## config.mk

```make
export PLATFORM = sky130hd
export DESIGN_NAME = uart_led_cmd
export DESIGN_NICKNAME = d
export VERILOG_FILES = /design/src/rtl/uart_led_cmd.sv
export SDC_FILE = /design/constraint.sdc
export NUM_CORES = 1
export LEC_CHECK = 0
export ABC_AREA = 0
export CAP_MARGIN = 15
export CORE_MARGIN = 5
export CORE_UTILIZATION = 30
export CTS_CLUSTER_SIZE = 28
export DETAILED_ROUTE_END_ITERATION = 7
export GPL_TIMING_DRIVEN = 0
export PLACE_DENSITY = 0.5
export SETUP_SLACK_MARGIN = 0.02
export SYNTH_ARGS = -nofsm -noshare
export SYNTH_HDL_FRONTEND = slang
export SYNTH_SLANG_ARGS = --single-unit
export TNS_END_PERCENT = 10
```

## constraint.sdc

```tcl
create_clock -name hw_clk -period 6.36 [get_ports hw_clk]
set_clock_uncertainty 0.05 [all_clocks]
set_input_delay 1.272 -clock hw_clk [delete_from_list [all_inputs] [get_ports hw_clk]]
set_output_delay 1.272 -clock hw_clk [all_outputs]
set_load 0.1 [all_outputs]
```

## src/rtl/uart_led_cmd.sv

```systemverilog
`default_nettype none
// ============================================================================
// Module      : uart_led_cmd
// Description : Text command parser on a simpleuart register port ("R80\r")
//               driving three glitch-free 8-bit PWM LED channels.
// Revision    : 1.0 - initial release
// ============================================================================
module uart_led_cmd #(
    parameter int PWM_DIV = 47
) (
    input  logic        hw_clk,
    input  logic        resetn,
    input  logic [31:0] reg_dat_do,
    input  logic        reg_dat_wait,
    output logic        reg_dat_re,
    output logic        reg_dat_we,
    output logic [31:0] reg_dat_di,
    output logic [7:0]  duty_red,
    output logic [7:0]  duty_green,
    output logic [7:0]  duty_blue,
    output logic        pwm_red,
    output logic        pwm_green,
    output logic        pwm_blue
);

    localparam int             c_PRESC_W = (PWM_DIV > 0) ? $clog2(PWM_DIV + 1) : 1;
    localparam logic [c_PRESC_W-1:0] c_DIV_MAX = c_PRESC_W'(PWM_DIV);
    localparam logic [7:0]     c_CH_K    = 8'h4B;
    localparam logic [7:0]     c_CH_E    = 8'h45;

    typedef enum logic [2:0] {
        ST_IDLE   = 3'd0,
        ST_CMD    = 3'd1,
        ST_HEX_HI = 3'd2,
        ST_HEX_LO = 3'd3,
        ST_EOL    = 3'd4,
        ST_TX     = 3'd5
    } state_t;

    state_t      state_q, state_d;
    state_t      phase_q, phase_d;
    logic [7:0]  byte_q, byte_d;
    logic        re_q, re_d, re_dly_q;
    logic        we_q, we_d;
    logic [7:0]  di_q, di_d;
    logic [1:0]  sel_q, sel_d;
    logic [7:0]  stage_q, stage_d;
    logic [7:0]  shr_q, shr_d, shg_q, shg_d, shb_q, shb_d;

    logic [c_PRESC_W-1:0] presc_q;
    logic [7:0]  cnt_q;
    logic [7:0]  duty_r_q, duty_g_q, duty_b_q;
    logic        pwm_r_q, pwm_g_q, pwm_b_q;
    logic        tick, wrap;

    logic        rx_ok, is_eol, reply_err, reply_ok;
    logic [4:0]  nib;

    logic        unused_do;
    assign unused_do = &{1'b0, reg_dat_do[30:8]};

    // {valid, nibble} for an ASCII hex digit
    function automatic logic [4:0] hex_nib(input logic [7:0] c);
        logic [4:0] r;
        r = 5'd0;
        if (c >= 8'h30 && c <= 8'h39)      r = {1'b1, c[3:0]};
        else if ((c >= 8'h41 && c <= 8'h46) || (c >= 8'h61 && c <= 8'h66))
                                           r = {1'b1, 4'(c[3:0] + 4'd9)};
        return r;
    endfunction

    // The UART data register is stale for one cycle after a consume pulse.
    assign rx_ok  = !re_q && !re_dly_q && !reg_dat_do[31];
    assign is_eol = (byte_q == 8'h0D) || (byte_q == 8'h0A);
    assign nib    = hex_nib(byte_q);

    always_comb begin
        state_d   = state_q;
        phase_d   = phase_q;
        byte_d    = byte_q;
        re_d      = 1'b0;
        we_d      = we_q;
        di_d      = di_q;
        sel_d     = sel_q;
        stage_d   = stage_q;
        shr_d     = shr_q;
        shg_d     = shg_q;
        shb_d     = shb_q;
        reply_err = 1'b0;
        reply_ok  = 1'b0;

        case (state_q)
            ST_IDLE, ST_HEX_HI, ST_HEX_LO, ST_EOL: begin
                if (rx_ok) begin
                    byte_d  = reg_dat_do[7:0];
                    re_d    = 1'b1;
                    phase_d = state_q;
                    state_d = ST_CMD;
                end
            end
            ST_CMD: begin
                case (phase_q)
                    ST_IDLE: begin
                        case (byte_q)
                            8'h52, 8'h72: begin sel_d = 2'd0; state_d = ST_HEX_HI; end
                            8'h47, 8'h67: begin sel_d = 2'd1; state_d = ST_HEX_HI; end
                            8'h42, 8'h62: begin sel_d = 2'd2; state_d = ST_HEX_HI; end
                            8'h0D, 8'h0A: state_d = ST_IDLE;
                            default:      reply_err = 1'b1;
                        endcase
                    end
                    ST_HEX_HI: begin
                        if (nib[4]) begin
                            stage_d[7:4] = nib[3:0];
                            state_d      = ST_HEX_LO;
                        end else begin
                            reply_err = 1'b1;
                        end
                    end
                    ST_HEX_LO: begin
                        if (nib[4]) begin
                            stage_d[3:0] = nib[3:0];
                            state_d      = ST_EOL;
                        end else begin
                            reply_err = 1'b1;
                        end
                    end
                    ST_EOL: begin
                        if (is_eol) begin
                            reply_ok = 1'b1;
                            case (sel_q)
                                2'd0:    shr_d = stage_q;
                                2'd1:    shg_d = stage_q;
                                default: shb_d = stage_q;
                            endcase
                        end else begin
                            reply_err = 1'b1;
                        end
                    end
                    default: state_d = ST_IDLE;
                endcase
            end
            ST_TX: begin
                if (we_q && !reg_dat_wait) begin
                    we_d    = 1'b0;
                    state_d = ST_IDLE;
                end
            end
            default: state_d = ST_IDLE;
        endcase

        if (reply_err) begin
            stage_d = 8'd0;
            di_d    = c_CH_E;
            we_d    = 1'b1;
            state_d = ST_TX;
        end else if (reply_ok) begin
            di_d    = c_CH_K;
            we_d    = 1'b1;
            state_d = ST_TX;
        end
    end

    always_ff @(posedge hw_clk or negedge resetn) begin
        if (!resetn) begin
            state_q  <= ST_IDLE;
            phase_q  <= ST_IDLE;
            byte_q   <= 8'd0;
            re_q     <= 1'b0;
            re_dly_q <= 1'b0;
            we_q     <= 1'b0;
            di_q     <= 8'd0;
            sel_q    <= 2'd0;
            stage_q  <= 8'd0;
            shr_q    <= 8'd0;
            shg_q    <= 8'd0;
            shb_q    <= 8'd0;
        end else begin
            state_q  <= state_d;
            phase_q  <= phase_d;
            byte_q   <= byte_d;
            re_q     <= re_d;
            re_dly_q <= re_q;
            we_q     <= we_d;
            di_q     <= di_d;
            sel_q    <= sel_d;
            stage_q  <= stage_d;
            shr_q    <= shr_d;
            shg_q    <= shg_d;
            shb_q    <= shb_d;
        end
    end

    assign tick = (presc_q == c_DIV_MAX);
    assign wrap = tick && (cnt_q == 8'hFF);

    // Duty loads only at frame wrap, so a running period is never cut short.
    always_ff @(posedge hw_clk or negedge resetn) begin
        if (!resetn) begin
            presc_q  <= '0;
            cnt_q    <= 8'd0;
            duty_r_q <= 8'd0;
            duty_g_q <= 8'd0;
            duty_b_q <= 8'd0;
            pwm_r_q  <= 1'b0;
            pwm_g_q  <= 1'b0;
            pwm_b_q  <= 1'b0;
        end else begin
            presc_q <= tick ? '0 : presc_q + 1'b1;
            if (tick) begin
                cnt_q <= cnt_q + 8'd1;
            end
            if (wrap) begin
                duty_r_q <= shr_q;
                duty_g_q <= shg_q;
                duty_b_q <= shb_q;
            end
            pwm_r_q <= (cnt_q < duty_r_q);
            pwm_g_q <= (cnt_q < duty_g_q);
            pwm_b_q <= (cnt_q < duty_b_q);
        end
    end

    assign reg_dat_re = re_q;
    assign reg_dat_we = we_q;
    assign reg_dat_di = {24'd0, di_q};
    assign duty_red   = duty_r_q;
    assign duty_green = duty_g_q;
    assign duty_blue  = duty_b_q;
    assign pwm_red    = pwm_r_q;
    assign pwm_green  = pwm_g_q;
    assign pwm_blue   = pwm_b_q;

endmodule
`default_nettype wire
```

==> qor.yml, run 1 <==
tns_ns: 0
track_usage_pct: 11.3
synth_compound_area_share_pct: 6.03
rsz0062_at_grt: "no"
timing.slew.headroom_pct: 33.9
ys.flop_type: "dfrtp_1"
arrival_ns: 1.97
power_frac_comb_pct: 26.6
hp-class: "reg -> reg"
cap_violations: 0
dp_cells: 697
cts_tree: "done"
synthDistinctLibCells: 49
diodes: 0
synthSimpleGateAreaFrac_pct: 12.9
die_h_um: 136
synth.area.mux_share_pct: 14.7
dp_slack_ns: 3.17
yosysTopAreaCellShare_pct: 50.3
wire_per_inst_um: 13.6
ys_seq_area_share_pct: 50.3
internal-power_uw: 1170
clock_path_buffers: 2
synth_enable_flop_cells: 0
switching_share_pct: 35.6
post_cts_buffers: 0
avgViaCountPerCell: 4.24
worstMarginPinSlew_ns: 0.988
io_buffers: 45
drt_wl_total_mm: 9.67
netlist_area_um2: 4730
p_leak_uw: 0.00278
drive_above_1_share_pct: 24.7
clkPwrFrac_pct: 31.1
switchingPower_uw: 646
clk_latency_ns: 0.35
ys_seq_elements: 95
synthTopCellsByCount: "dfrtp_1 (95), mux2_2 (60), nand2_1 (34)"
core_area_um2: 15700
grt.overflow.total: 0
outcome: "finished clean"
ys_top_cells_by_area: "dfrtp_1 (50%), mux2_2 (14%), ha_1 (7.1%)"
dr.pass1.iters: 4
synth.avg_cell_area_um2: 11.6
critPathCaptureType: "output port"
p_per_area_nw_per_um2: 308
period_share_pct: 51.7
fin_cells: 713
num_io_pins: 96
fin_ws_ns: 3.07
cp_max_fo: 3
die_area_um2: 18400
initial_core_util_pct: 30.2
synth_fa_ha_area_share_pct: 7.14
stdcell_area_um2: 5880
setup_viol: 0
area_growth_syn_to_layout_pct: 24.4
vdd_drop_max_uv: 253
nets: 554
grt_pass1_wl_mm: 16.3
dpl-instance-area_um2: 5570
ant_nets: 0
htree_levels: 3
max_freq_mhz: 304
first_iter_violations: 92
crit_type: "reg -> out"
clkTransAtPathRegs_ns: 0.07
reg2reg_setup_slack_ns: 3.91
hold_buffers: 0
critPathRequiredTime_ns: 5.04
drc: 0
antenna_found_initial: 0
vias: 3025
synthCells: 409
fp-row-count: 46
grt_pass1_vias: 3142
postCtsResizedCells: 0
async_reset_ff_share_pct: 100
die_w_um: 136
maxSlewViolCount: 0
hold_viol_final: 0
utilization_pct: 37.6
post-synth-top-count-cell: "dfrtp_1"
dp_hpwl_mm: 7.31
yosys_warnings: 0
p_seq_share_pct: 42.3
synth_xor_area_share_pct: 1.67
clock-sinks: 95
gp_congestion: 0.780
synth_top_area_cell: "dfrtp_1"
startpoint_type: "flip-flop"
finalCriticalPeriod_ns: 3.29
grt_max_degree: 71
synth_top_family_by_area: "multiplexers"
numCtsBuffers: 9
cts_root_buffer: "clkbuf_16"
==> worst max-delay path, stage by stage (launching register included) <==
cell	delay, ns
dfrtp_1	0.38
buf_4	0.12
clkdlybuf4s50_1	1.12
==> stage by stage <==
| step | total power, uW | hold slack, ns |
|---|---|---|
| after floorplan | 1140 | 0.422 |
| after global routing | 1920 | 0.392 |
| after CTS | 1840 | 0.373 |
| after detailed placement | 1260 | 0.349 |
| after global placement | 1250 | 0.348 |
| final | 1810 | 0.361 |
==> final timing paths <==
| path | from | end | depth (start not counted) |
|---|---|---|---|
| min in group asynchronous | resetn | presc_q[2] | 1 |
| max in group asynchronous | resetn | state_q[0] | 2 |
| worst max-delay path | di_q[3] | reg_dat_di[3] | 2 |
| worst min register to register | reg_dat_re | re_dly_q | 0 |
| worst min-delay path | reg_dat_re | re_dly_q | 0 |
| worst max register to register | byte_q[0] | shg_q[4] | 7 |
==> cell families (layout without fill, tap and decap cells) <==
family / count (synthesis) / count (layout)
and+or+nand+nor: 113 / 113
DFF: 95 / 95
muxes: 62 / 62
buffers and inverters: 60 / 122
AOI/OAI and AO/OA: 42 / 42
adders and majority gates: 27 / 27
xor gates and xnor gates: 9 / 9
other: 1 / 27
==> registers in the layout, indices dropped and copies added, names as in the netlist, 3 cells and up <==
| register | count |
|---|---|
| duty_red | 8 |
| stage_q | 8 |
| di_q | 3 |
| byte_q | 8 |
| shb_q | 8 |
| presc_q | 6 |
| shg_q | 8 |
| duty_green | 8 |
| shr_q | 8 |
| duty_blue | 8 |
| state_q | 3 |
| phase_q | 3 |
| cnt_q | 8 |
==> power groups by stage <==
stage          clock network (uW)  registers, uW  logic, uW
6_report                      564            767        483
5_1_grt                       611            781        533
4_1_cts                       587            768        489
3_5_place_dp                    0            779        485
3_3_place_gp                    0            776        476
2_1_floorplan                   0            796        348
==> metal layers <==
layer / wire (um) / GRT usage (%) / up-vias
li1: - / - / 1535
met1: 4550 / 14.7 / 1429
met2: 4580 / 18.4 / 52
met3: 426 / 3.64 / 9
met4: 123 / 2.52 / 0
met5: 0 / 0 / -
==> area by class of cell <==
type	instances	area [um^2]
tap	216	270
buffer	34	243
clock buffer	9	225
timing repair buffer	46	475
inverter	26	97.6
sequential	95	2380
fill	1554	9770
multi-input combinational	280	2110
clock inverter	7	86.3
==> placed cells by master (no fill, tap or decap), types with 3 or more instances in the layout <==
| master | instances |
|---|---|
| xor2_1 | 3 |
| clkdlybuf4s50_1 | 44 |
| inv_1 | 26 |
| nand2b_1 | 5 |
| nand3_1 | 8 |
| nor3_1 | 7 |
| xnor2_1 | 6 |
| o41ai_1 | 4 |
| conb_1 | 27 |
| clkbuf_16 | 9 |
| nor2b_1 | 8 |
| and3_1 | 3 |
| ha_1 | 27 |
| buf_4 | 31 |
| o21ai_0 | 13 |
| nand2_1 | 34 |
| nand4_1 | 8 |
| a21oi_1 | 11 |
| nor2_1 | 24 |
| dfrtp_1 | 95 |
| inv_8 | 3 |
| mux2_2 | 60 |
(Power assumes the default switching activity.)
==> inputs of run 2 (changes only) <==
--- a/config.mk
+++ b/config.mk
@@ -12,7 +12,7 @@
 export CTS_CLUSTER_SIZE = 28
 export DETAILED_ROUTE_END_ITERATION = 7
 export GPL_TIMING_DRIVEN = 0
-export PLACE_DENSITY = 0.5
+export PLACE_DENSITY = 0.52
 export SETUP_SLACK_MARGIN = 0.02
 export SYNTH_ARGS = -nofsm -noshare
 export SYNTH_HDL_FRONTEND = slang
==> constraint.sdc (replaced) <==
create_clock -name hw_clk -period 2.8 [get_ports hw_clk]
set_clock_uncertainty 0.05 [all_clocks]
set_input_delay 0.56 -clock hw_clk [delete_from_list [all_inputs] [get_ports hw_clk]]
set_output_delay 0.56 -clock hw_clk [all_outputs]
set_load 0.1 [all_outputs]
==> qor.yml, run 2 (same netlist as run 1, synthesis figures left out) <==
dp_slack_ns: 0.307
clock-sinks: 95
die_h_um: 136
grt_pass1_wl_mm: 16.6
seqCellArea_um2: 2380
numCtsBuffers: 9
track_usage_pct: 11.4
fp-row-count: 46
finalCriticalPeriod_ns: 2.57
clk_latency_ns: 0.34
cap_violations: 0
grt_use_met1_pct: 14.9
rsz0062_at_grt: "no"
postCtsResizedCells: 0
crit_family: "buffers and inverters"
grt.overflow.total: 0
hp-class: "in -> async"
r2r-end: "shg_q[1]"
hold_buffers: 0
crit_chain: "buf_4, clkdlybuf4s50_1"
drc: 0
p_leak_uw: 0.00275
num_io_pins: 96
diodes: 0
max_freq_mhz: 389
cp_num_cells: 2
setup_viol: 0
fin_ws_ns: 0.227
cp_num_buf_inv: 2
slowest_stage: "clkdlybuf4s50_1"
period_share_pct: 91.9
stdcell_area_um2: 5850
endpoint: "reg_dat_di[3]"
multi_input_area_um2: 2110
drt_wl_total_mm: 9.45
worstMarginPinSlew_ns: 0.979
final_cell_mix: "dfrtp_1 (95), mux2_2 (60), clkdlybuf4s50_1 (44)"
fill_cells: 1590
final_common_cell: "dfrtp_1"
p_per_area_nw_per_um2: 681
dr.pass1.iters: 4
reg2reg_setup_slack_ns: 0.32
cts_tree: "done"
grt.busiest_layer: "met2"
critPathCaptureType: "output port"
grt_max_degree: 57
dpl-instance-area_um2: 5570
avgViaCountPerCell: 4.38
gp_congestion: 0.823
dp_hpwl_mm: 7.29
critPathRequiredTime_ns: 2.19
vdd_drop_max_uv: 526
hold_viol_final: 0
clkTransAtPathRegs_ns: 0.07
startpoint: "di_q[3]"
wire_per_inst_um: 13.3
use_met3_pct: 3.12
grt_pass1_vias: 3242
post_cts_buffers: 0
initial_core_util_pct: 30.2
nets: 554
cts_root_buffer: "clkbuf_16"
io_buffers: 45
crit_type: "reg -> out"
ant_nets: 0
outcome: "finished clean"
cp_max_fo: 3
drive_above_1_share_pct: 24.3
timing.slew.headroom_pct: 34.6
die_w_um: 136
reg2regPathDepth: 7
area_growth_syn_to_layout_pct: 23.7
arrival_ns: 1.96
htree_levels: 3
slowest_delay_ns: 1.12
maxSlewViolCount: 0
vias: 3123
clock_path_buffers: 2
core_area_um2: 15700
antenna_found_initial: 0
use_met2_pct: 18.1
reg2reg_from: "byte_q[0]"
die_area_um2: 18400
startpoint_type: "flip-flop"
first_iter_violations: 123
[run 2: layout make-up]
type,count,share of cell area (%)
multi-input combinational,280,36.1
buffer,34,4.15
clock buffer,11,3.98
tap,216,4.62
inverter,26,1.67
sequential,95,40.6
clock inverter,5,0.749
timing repair buffer,46,8.13
[run 2: stage by stage]
| stage | utilization (%) | hold slack, ns | TNS [ns] | std cells | power [uW] |
|---|---|---|---|---|---|
| after floorplan | - | 0.214 | 0 | 435 | 2600 |
| after global placement | 35.4 | 0.347 | -230.68 | 696 | 2840 |
| after detailed placement | 35.6 | 0.343 | 0 | 697 | 2870 |
| after CTS | 37.4 | 0.157 | 0 | 713 | 4040 |
| after global routing | 37.4 | 0.197 | 0 | 713 | 4240 |
| final | 37.4 | 0.150 | 0 | 713 | 3980 |
[run 2: worst min-delay path by stage]
stage,start,endpoint,slack (ns),depth (start not counted)
global route,resetn,presc_q[3],0.20,1
global placement,reg_dat_re,re_dly_q,0.35,0
floorplan,resetn,byte_q[0],0.21,0
CTS,resetn,presc_q[2],0.16,1
detailed placement,reg_dat_re,re_dly_q,0.34,0
finish,resetn,presc_q[2],0.15,1
[run 2: power breakdown]
group          switching, uW  total [uW]  internal [uW]  leakage [uW]
clock network            534        1150            612      0.000128
registers                197        1740           1540       0.00128
logic                    700        1100            395       0.00135
[run 2: routing by layer]
layer  routed length, um  vias to the layer above
li1                    -                     1526
met1                4320                     1511
met2                4490                       72
met3                 470                       14
met4                 174                        0
met5                   0                        -
